### src/rtl/ifetch_pkg.sv
// Shared types and constants for the instruction fetch controller and its
// prefetch buffer.
package ifetch_pkg;

  typedef enum logic [1:0] {
    FETCH = 2'd0,
    WAIT  = 2'd1,
    DRAIN = 2'd2
  } fetch_state_e;

  localparam int INS_BYTES = 4;
  localparam int ENTRY_W   = 64;

  typedef struct packed {
    logic [31:0] pc;
    logic [31:0] ins;
  } fetch_entry_t;

  function automatic logic [31:0] align_pc(input logic [31:0] pc);
    return {pc[31:2], 2'b00};
  endfunction

endpackage

### src/rtl/ifetch_if.sv
// Fetch-side bus bundle: memory request/response, decode handshake and the
// redirect from execute.
interface ifetch_if;

  logic        req_valid;
  logic        req_ready;
  logic [31:0] req_addr;
  logic        resp_valid;
  logic [31:0] resp_data;
  logic        ins_valid;
  logic        ins_ready;
  logic [31:0] ins;
  logic [31:0] ins_pc;
  logic        redirect_valid;
  logic [31:0] redirect_pc;

  modport master (
    output req_valid,
    output req_addr,
    input  req_ready,
    input  resp_valid,
    input  resp_data,
    output ins_valid,
    output ins,
    output ins_pc,
    input  ins_ready,
    input  redirect_valid,
    input  redirect_pc
  );

  modport slave (
    input  req_valid,
    input  req_addr,
    output req_ready,
    output resp_valid,
    output resp_data,
    input  ins_valid,
    input  ins,
    input  ins_pc,
    output ins_ready,
    output redirect_valid,
    output redirect_pc
  );

endinterface

### src/rtl/fetch_fifo.sv
// Synchronous circular FIFO with a flush that empties it in one cycle.
// The head entry is presented combinationally.
module fetch_fifo #(
  parameter  int WIDTH = 64,
  parameter  int DEPTH = 2,
  localparam int PTR_W = (DEPTH > 1) ? $clog2(DEPTH) : 1,
  localparam int CNT_W = $clog2(DEPTH + 1)
) (
  input  logic             clk,
  input  logic             rst,
  input  logic             flush,
  input  logic             push,
  input  logic [WIDTH-1:0] push_data,
  input  logic             pop,
  output logic [WIDTH-1:0] head,
  output logic [CNT_W-1:0] count,
  output logic             empty,
  output logic             full
);

  logic [WIDTH-1:0] mem [DEPTH];
  logic [PTR_W-1:0] rd_ptr;
  logic [PTR_W-1:0] wr_ptr;
  logic             do_push;
  logic             do_pop;

  function automatic logic [PTR_W-1:0] ptr_inc(input logic [PTR_W-1:0] p);
    if (p == PTR_W'(DEPTH - 1)) return '0;
    return p + 1'b1;
  endfunction

  assign empty   = (count == '0);
  assign full    = (count == CNT_W'(DEPTH));
  assign do_pop  = pop && !empty;
  // A push into a full FIFO is accepted only when the head leaves the same cycle.
  assign do_push = push && (!full || do_pop);
  assign head    = mem[rd_ptr];

  always_ff @(posedge clk) begin
    if (do_push) mem[wr_ptr] <= push_data;
  end

  always_ff @(posedge clk) begin
    if (rst || flush) begin
      rd_ptr <= '0;
      wr_ptr <= '0;
      count  <= '0;
    end else begin
      if (do_push) wr_ptr <= ptr_inc(wr_ptr);
      if (do_pop)  rd_ptr <= ptr_inc(rd_ptr);
      unique case ({do_push, do_pop})
        2'b10:   count <= count + 1'b1;
        2'b01:   count <= count - 1'b1;
        default: ;
      endcase
    end
  end

endmodule

### src/rtl/ifetch_ctrl.sv
// Instruction fetch controller: one outstanding word request, prefetch buffer
// toward decode, and redirect handling that discards in-flight responses.
module ifetch_ctrl
  import ifetch_pkg::*;
#(
  parameter logic [31:0] RESET_PC   = 32'h0000_0000,
  parameter int          FIFO_DEPTH = 2
) (
  input logic     clk,
  input logic     rst,
  ifetch_if.master bus
);

  localparam int CNT_W = $clog2(FIFO_DEPTH + 1);

  fetch_state_e     state;
  fetch_state_e     state_next;
  logic [31:0]      pc;
  logic [31:0]      pc_next;
  logic             req_valid_c;
  logic             handshake;
  logic             room;
  logic             push;
  logic             pop;
  logic             flush;
  logic [CNT_W-1:0] fifo_count;
  logic             fifo_empty;
  logic             fifo_full;
  fetch_entry_t     push_entry;
  fetch_entry_t     head_entry;

  assign room        = (fifo_count < CNT_W'(FIFO_DEPTH));
  assign req_valid_c = (state == FETCH) && room && !rst;
  assign handshake   = req_valid_c && bus.req_ready;

  assign bus.req_valid = req_valid_c;
  assign bus.req_addr  = pc;
  assign bus.ins_valid = !fifo_empty && !rst;
  assign bus.ins       = head_entry.ins;
  assign bus.ins_pc    = head_entry.pc;

  // Decode may not retire the head on a redirect cycle; the flush wins.
  assign pop = bus.ins_valid && bus.ins_ready && !bus.redirect_valid;

  assign push_entry = '{pc: pc, ins: bus.resp_data};

  always_ff @(posedge clk) begin
    if (rst) begin
      state <= FETCH;
      pc    <= align_pc(RESET_PC);
    end else begin
      state <= state_next;
      pc    <= pc_next;
    end
  end

  // Redirect outranks everything; the only question is whether a response is
  // still owed by memory, which decides between FETCH and DRAIN.
  always_comb begin
    state_next = state;
    pc_next    = pc;
    push       = 1'b0;
    flush      = 1'b0;
    if (bus.redirect_valid) begin
      flush   = 1'b1;
      pc_next = align_pc(bus.redirect_pc);
      unique case (state)
        FETCH:       state_next = handshake ? DRAIN : FETCH;
        WAIT, DRAIN: state_next = bus.resp_valid ? FETCH : DRAIN;
        default:     state_next = FETCH;
      endcase
    end else begin
      unique case (state)
        FETCH: begin
          if (handshake) state_next = WAIT;
        end
        WAIT: begin
          if (bus.resp_valid) begin
            push       = 1'b1;
            pc_next    = pc + 32'(INS_BYTES);
            state_next = FETCH;
          end
        end
        DRAIN: begin
          if (bus.resp_valid) state_next = FETCH;
        end
        default: state_next = FETCH;
      endcase
    end
  end

  fetch_fifo #(
    .WIDTH (ENTRY_W),
    .DEPTH (FIFO_DEPTH)
  ) u_fifo (
    .clk       (clk),
    .rst       (rst),
    .flush     (flush),
    .push      (push),
    .push_data (push_entry),
    .pop       (pop),
    .head      (head_entry),
    .count     (fifo_count),
    .empty     (fifo_empty),
    .full      (fifo_full)
  );

  // Requests are only issued with room to spare, so a push never meets a full buffer.
  always_ff @(posedge clk) begin
    if (!rst && push && !pop) assert (!fifo_full);
  end

endmodule

### src/flat_wrapper.sv
// flat-port wrapper written by rule: the top's interface ports become plain ports
module ifetch_ctrl_flat import ifetch_pkg::*;
#(
  parameter logic [31:0] RESET_PC   = 32'h0000_0000,
  parameter int          FIFO_DEPTH = 2
)
  (clk, rst, bus_req_valid, bus_req_addr, bus_req_ready, bus_resp_valid, bus_resp_data, bus_ins_valid, bus_ins, bus_ins_pc, bus_ins_ready, bus_redirect_valid, bus_redirect_pc);
  ifetch_if bus_i ();
  input logic clk;
  input logic rst;
  output wire logic [$bits(bus_i.req_valid)-1:0] bus_req_valid;
  output wire logic [$bits(bus_i.req_addr)-1:0] bus_req_addr;
  input wire logic [$bits(bus_i.req_ready)-1:0] bus_req_ready;
  input wire logic [$bits(bus_i.resp_valid)-1:0] bus_resp_valid;
  input wire logic [$bits(bus_i.resp_data)-1:0] bus_resp_data;
  output wire logic [$bits(bus_i.ins_valid)-1:0] bus_ins_valid;
  output wire logic [$bits(bus_i.ins)-1:0] bus_ins;
  output wire logic [$bits(bus_i.ins_pc)-1:0] bus_ins_pc;
  input wire logic [$bits(bus_i.ins_ready)-1:0] bus_ins_ready;
  input wire logic [$bits(bus_i.redirect_valid)-1:0] bus_redirect_valid;
  input wire logic [$bits(bus_i.redirect_pc)-1:0] bus_redirect_pc;
  assign bus_req_valid = bus_i.req_valid;
  assign bus_req_addr = bus_i.req_addr;
  assign bus_i.req_ready = bus_req_ready;
  assign bus_i.resp_valid = bus_resp_valid;
  assign bus_i.resp_data = bus_resp_data;
  assign bus_ins_valid = bus_i.ins_valid;
  assign bus_ins = bus_i.ins;
  assign bus_ins_pc = bus_i.ins_pc;
  assign bus_i.ins_ready = bus_ins_ready;
  assign bus_i.redirect_valid = bus_redirect_valid;
  assign bus_i.redirect_pc = bus_redirect_pc;
  ifetch_ctrl #(.RESET_PC(RESET_PC), .FIFO_DEPTH(FIFO_DEPTH)) u_core (.clk(clk), .rst(rst), .bus(bus_i));
endmodule
### config.mk
export PLATFORM = sky130hd
export DESIGN_NAME = ifetch_ctrl_flat
export DESIGN_NICKNAME = d
export VERILOG_FILES = /design/src/rtl/ifetch_pkg.sv /design/src/rtl/ifetch_if.sv /design/src/rtl/fetch_fifo.sv /design/src/rtl/ifetch_ctrl.sv /design/src/flat_wrapper.sv
export SDC_FILE = /design/constraint.sdc
export NUM_CORES = 1
export LEC_CHECK = 0
export CAP_MARGIN = 15
export CELL_PAD_IN_SITES_DETAIL_PLACEMENT = 0
export CELL_PAD_IN_SITES_GLOBAL_PLACEMENT = 1
export CORE_UTILIZATION = 40
export DETAILED_ROUTE_END_ITERATION = 12
export PLACE_DENSITY = 0.88
export SLEW_MARGIN = 20
export SYNTH_ARGS = -nofsm -noshare
export SYNTH_HDL_FRONTEND = slang
export SYNTH_SLANG_ARGS = --single-unit
### constraint.sdc
create_clock -name clk -period 6.9 [get_ports clk]
set_clock_uncertainty 0.15 [all_clocks]
set_input_delay 1.035 -clock clk [delete_from_list [all_inputs] [get_ports clk]]
set_output_delay 1.035 -clock clk [all_outputs]
set_load 0.03 [all_outputs]
Word-level counts from Yosys, hierarchy flattened

Memory sizes are Yosys's and may differ from the RTL's. A register that Yosys moved wholly into a read port is not among the register bits.
Index checks and enable logic that the tools add are counted.
Widths: inputs -> output; s select.

$add $sub $neg: 5
Magnitude comparators: 1
Equality and inequality tests: 7
Mux-type cells: 29
Reductions and logical operators: 24

Operator list:

| cell                  | count |
|---|---|
| $mux 32               | 3 |
| $add 32x3->32 const B | 1 |
| $mux 1                | 18 |
| $pmux 2 s2            | 3 |
| $mux 2                | 5 |
| $logic_and 1x1->1     | 8 |
| $eq 2x2->1 const B    | 3 |
| $reduce_and 2->1      | 3 |
| $reduce_bool 2->1     | 3 |
| $eq 2x1->1 const B    | 2 |
| $logic_not 1->1       | 4 |
| $logic_not 2->1       | 2 |
| $reduce_or 2->1       | 2 |
| $ne 3x1->1 const B    | 1 |
| $ne 3x2->1 const B    | 1 |
| $add 1x1->1 const B   | 2 |
| $add 2x1->2 const B   | 1 |
| $logic_or 1x1->1      | 2 |
| $lt 2x2->1 const B    | 1 |
| $sub 2x1->2 const B   | 1 |

Flip-flop bits (word level): 38
Bits in writable memories: 128
Bits of input ports: 70
Output and inout port bits: 98
Memories: 1

Memory list:

| memory            | depth | bits a word | read ports | clocked after Yosys merged registers in | write ports | RTL line         | source |
|---|---|---|---|---|---|---|---|
| u_core.u_fifo.mem | 2     | 64          | 1          | 1                                       | 1           | fetch_fifo.sv:21 | `logic [WIDTH-1:0] mem [DEPTH];` |

Longest topological paths before layout

Word-level depth: 11
Mapped depth: 8
Gate-level depth less buffers: 6

Modules after synthesis

From an unflattened synthesis, not the netlist that was laid out.

Cells, all modules: 479
Area total of the unflattened synthesis: 6905.4 µm²

Modules (own cells, without submodules):

| module      | times used | cells an instance | area each (µm²) | seq. area each (µm²) |
|---|---|---|---|---|
| fetch_fifo  | 1          | 229               | 4895.9          | 3943.8 |
| ifetch_ctrl | 1          | 250               | 2009.4          | 640.6 |

Least setup slack after synthesis

OpenSTA, ideal clock, no wires.

Path kind: input port to flip-flop
From: input bus_resp_valid
To: memory u_core.u_fifo.mem[0][0] (enable)
Data arrival time: 4684 ps
Path slack: 1576 ps
Stages: 5
Buffers on the path: 2
Cell sequence: nand2_1 clkbuf_1 buf_1 a311oi_1 nor2b_1

Word-level cells in the longest chain between the ends: 6

RTL lines:

| item                         | RTL line           | source |
|---|---|---|
| from (decl)                  | flat_wrapper.sv:14 | `input wire logic [$bits(bus_i.resp_valid)-1:0] bus_resp_valid;` |
| $mux 1                       | ifetch_ctrl.sv:78  | `if (bus.resp_valid) begin` |
| $mux 1                       | ifetch_ctrl.sv:73  | `unique case (state)` |
| $mux 1                       | ifetch_ctrl.sv:64  | `if (bus.redirect_valid) begin` |
| $logic_and 1x1->1            | fetch_fifo.sv:36   | `assign do_push = push && (!full \|\| do_pop);` |
| $mux 1                       | fetch_fifo.sv:40   | `if (do_push) mem[wr_ptr] <= push_data;` |
| $mux 1 (implied by the code) | fetch_fifo.sv:40   |  |
| to (decl)                    | fetch_fifo.sv:21   |  |

No other way between the ends.

==> reports/results.txt <==
CTS Buffer Depth: 2
Max Fclk: 0.249 GHz
Worst EP arrival: 2.83 ns
layout cells sized above 1: 16.0%
final worst path period share: 58.3%
asr flop ratio synth: 0%
Routability Congestion: 0.778
syn_area_per_cell: 14.0 um2
number of enable flip-flop cells after synthesis: 124
Total GRT Usage: 17.7%
Post-CTS Setup Inserts: 0
Leak Pwr: 2.94 nW
starting density of the core: 41.6%
number of synthesized register bits: 161
Worst path slowest cell: dfxtp_2
primary flip-flop cell chosen by synthesis mapping: edfxtp_1
fin nets: 711
worst path bufs/invs: 2
VDD IR max: 0.174 mV
initial antenna violation count: 0
drt via density: 5.16
Worst EP required: 5.71 ns
later-pin clock latency in the skew report: 0.42 ns
class of the worst hold path: reg2reg
hold slack: 0.364 ns
Worst path top cell family by delay: buffers and inverters
CTS resizes: 0
fillers: 1270
antenna cells: 0
Slew Limit Fails: 0
worst-path maximum fanout: 33
routed via count: 4466
final setup vio count: 0
PortBufs: 161
DR iter-0 viols: 236
DRT Wirelength: 15.0 mm
1st-pass router iterations: 5
RSZ-0062 raised after global routing: false
grt ovf: 0
Worst-path clk slew: 0.07 ns
Final Hold Viols: 0
clk sinks: 161
fin util: 56.3%
critical path startpoint category: flip-flop
dpl cells: 834
Cell variety after synth: 47
Non-Filler Instances: 866
Core Area: 0.0161 mm2
slew at the pin with the worst max-slew slack: 0.877 ns
area growth from synthesis to layout: 35.4%
clock tree from TritonCTS: done
Root Driver: clkbuf_16
Mapped Area: 0.00670 mm2
Antenna Nets Post-Route: 0
Die X-Extent: 131 um
dpl hpwl: 9.98 mm
critical path type: reg2out
Final min period: 4.02 ns
TritonCTS buffer count: 17
Fin Setup TNS: 0 ns
CP peak stage delay: 0.81 ns
worst-path cell chain: buf_4 > mux2_2 > clkdlybuf4s50_1
H-tree levels: 4
cts hold-fix bufs: 0
post-DR wirelength/cell: 17.3 um
Die Ht: 131 um
P per Cell Area: 236 mW/mm2
status: finished, final reports clean
synth warn: 0
IO Pins: 168
first-pass GRT wire length: 23.9 mm
vias in the first global route: 4512
crit end category: output port
sequential fraction of the synthesis area: 66.6%
maxcap violations: 0
largest net degree at the start of global routing: 63
Die Area: 0.0173 mm2
dpl cell area: 0.00851 mm2
Residual DRC: 0
fin area: 0.00907 mm2
synthesized instance count: 480
Worst slew margin: 41.5%
row cnt: 46
[state kept, by name (all words and copies together) (netlist names), named ones only]
signal,cells
u_core.bus.req_addr,30
u_core.state,2
u_core.u_fifo.count,2
u_core.u_fifo.mem,124
u_core.u_fifo.rd_ptr,1
u_core.u_fifo.wr_ptr,1
[synthesized netlist by cell type, types with 5 or more instances]
cell,count,area (um2)
nor3_1,6,30.0
dfxtp_1,37,741
o21ai_0,10,50.1
nand2_1,26,97.6
a211oi_1,9,67.6
edfxtp_1,124,3720
or3_1,13,81.3
nor4_1,5,31.3
nand4_1,6,37.5
xnor2_1,9,78.8
clkbuf_1,19,71.3
mux2_2,62,698
and3_1,5,31.3
nand3_1,15,75.1
a311oi_1,12,105
inv_1,9,33.8
buf_1,5,18.8
or4_1,11,82.6
nor2_1,34,128
[metal layers]
metal,share of wire [%],GRT usage (%),vias up
met3,5.8,4.55,5
met2,50,29.8,147
met4,0.34,5.56,0
met5,0,0,-
met1,44,22.3,2155
li1,-,-,2159
[layout by cell type (no fill, tap or decap), types with 3 or more instances in the layout]
master,Yosys,final
or3_1,13,13
nor4_1,5,5
dfxtp_1,37,36
o21ai_0,10,10
o211ai_1,3,3
nand3_1,15,15
nand4_1,6,6
inv_1,9,9
nand2b_1,4,4
xnor2_1,9,9
conb_1,1,4
a32oi_1,4,4
clkdlybuf4s50_1,0,161
or4_1,11,11
xor2_1,4,4
o31ai_1,4,4
clkbuf_16,0,17
a211oi_1,9,9
clkinvlp_4,0,6
nor2_1,34,34
clkinv_4,0,4
edfxtp_1,124,124
and2_1,4,3
nand2_1,26,26
nand4bb_1,3,3
nor3_1,6,6
a311oi_1,12,12
ha_1,4,4
mux2_2,62,62
and3_1,5,5
a21oi_1,4,4
buf_4,4,5
[area by class of cell]
type	instances	area [um2]	area share (%)
Inverter	9	33.8	0.372
Clock buffer	17	425	4.69
Clock inverter	15	139	1.53
Timing Repair Buffer	166	1650	18.2
Tap cell	216	270	2.98
Multi-Input combinational cell	282	2090	23.1
Sequential cell	161	4470	49.2
[metrics by stage]
| stage | power (mW) | setup slack (ns) |
|---|---|---|
| 2_1_floorplan | 1.19 | 1.58 |
| 3_3_place_gp | 1.28 | 2.81 |
| 3_5_place_dp | 1.28 | 2.76 |
| 4_1_cts | 2.17 | 2.83 |
| 5_1_grt | 2.22 | 2.74 |
| 6_report | 2.14 | 2.88 |
[kinds of logic (layout without fill, tap and decap cells)]
kind of cell	Yosys count	count (layout)	share of synthesized area, %
muxes	64	64	10.7
other	1	4	0.0559
and+or+nand+nor	140	140	11.2
buffers and inverters	40	207	2.52
xor gates and xnor gates	13	13	1.70
adders and majority gates	4	4	0.747
AOI/OAI and AO/OA	57	57	6.48
DFF	161	161	66.6
[where the power goes]
group          total (mW)  internal, mW  switching [mW]
registers            1.09          1.06          0.0275
logic               0.172        0.0848          0.0874
clock network       0.882         0.499           0.382
total                2.14          1.65           0.497
[worst reg2reg max path: stages, from the launching register on]
cell,delay (ns)
dfxtp_1,0.32
inv_1,0.09
ha_1,0.22
nand2_1,0.09
a311oi_1,0.45
nor2b_4,0.58
buf_4,0.61
[final timing paths]
check / slack (ns) / to / cells after the start / start
setup / recovery: 2.88 / bus_ins_pc[2] / 3 / flip-flop
hold / removal: 0.36 / flip-flop / 2 / u_core.u_fifo.rd_ptr$_SDFFE_PP0P_
setup reg to reg: 3.97 / u_core.u_fifo.mem[0][12]$_DFFE_PP_ / 6 / u_core.state[1]$_SDFFE_PP0P_
hold reg to reg: 0.36 / flip-flop / 2 / u_core.u_fifo.rd_ptr$_SDFFE_PP0P_
(Power assumes the default switching activity.)
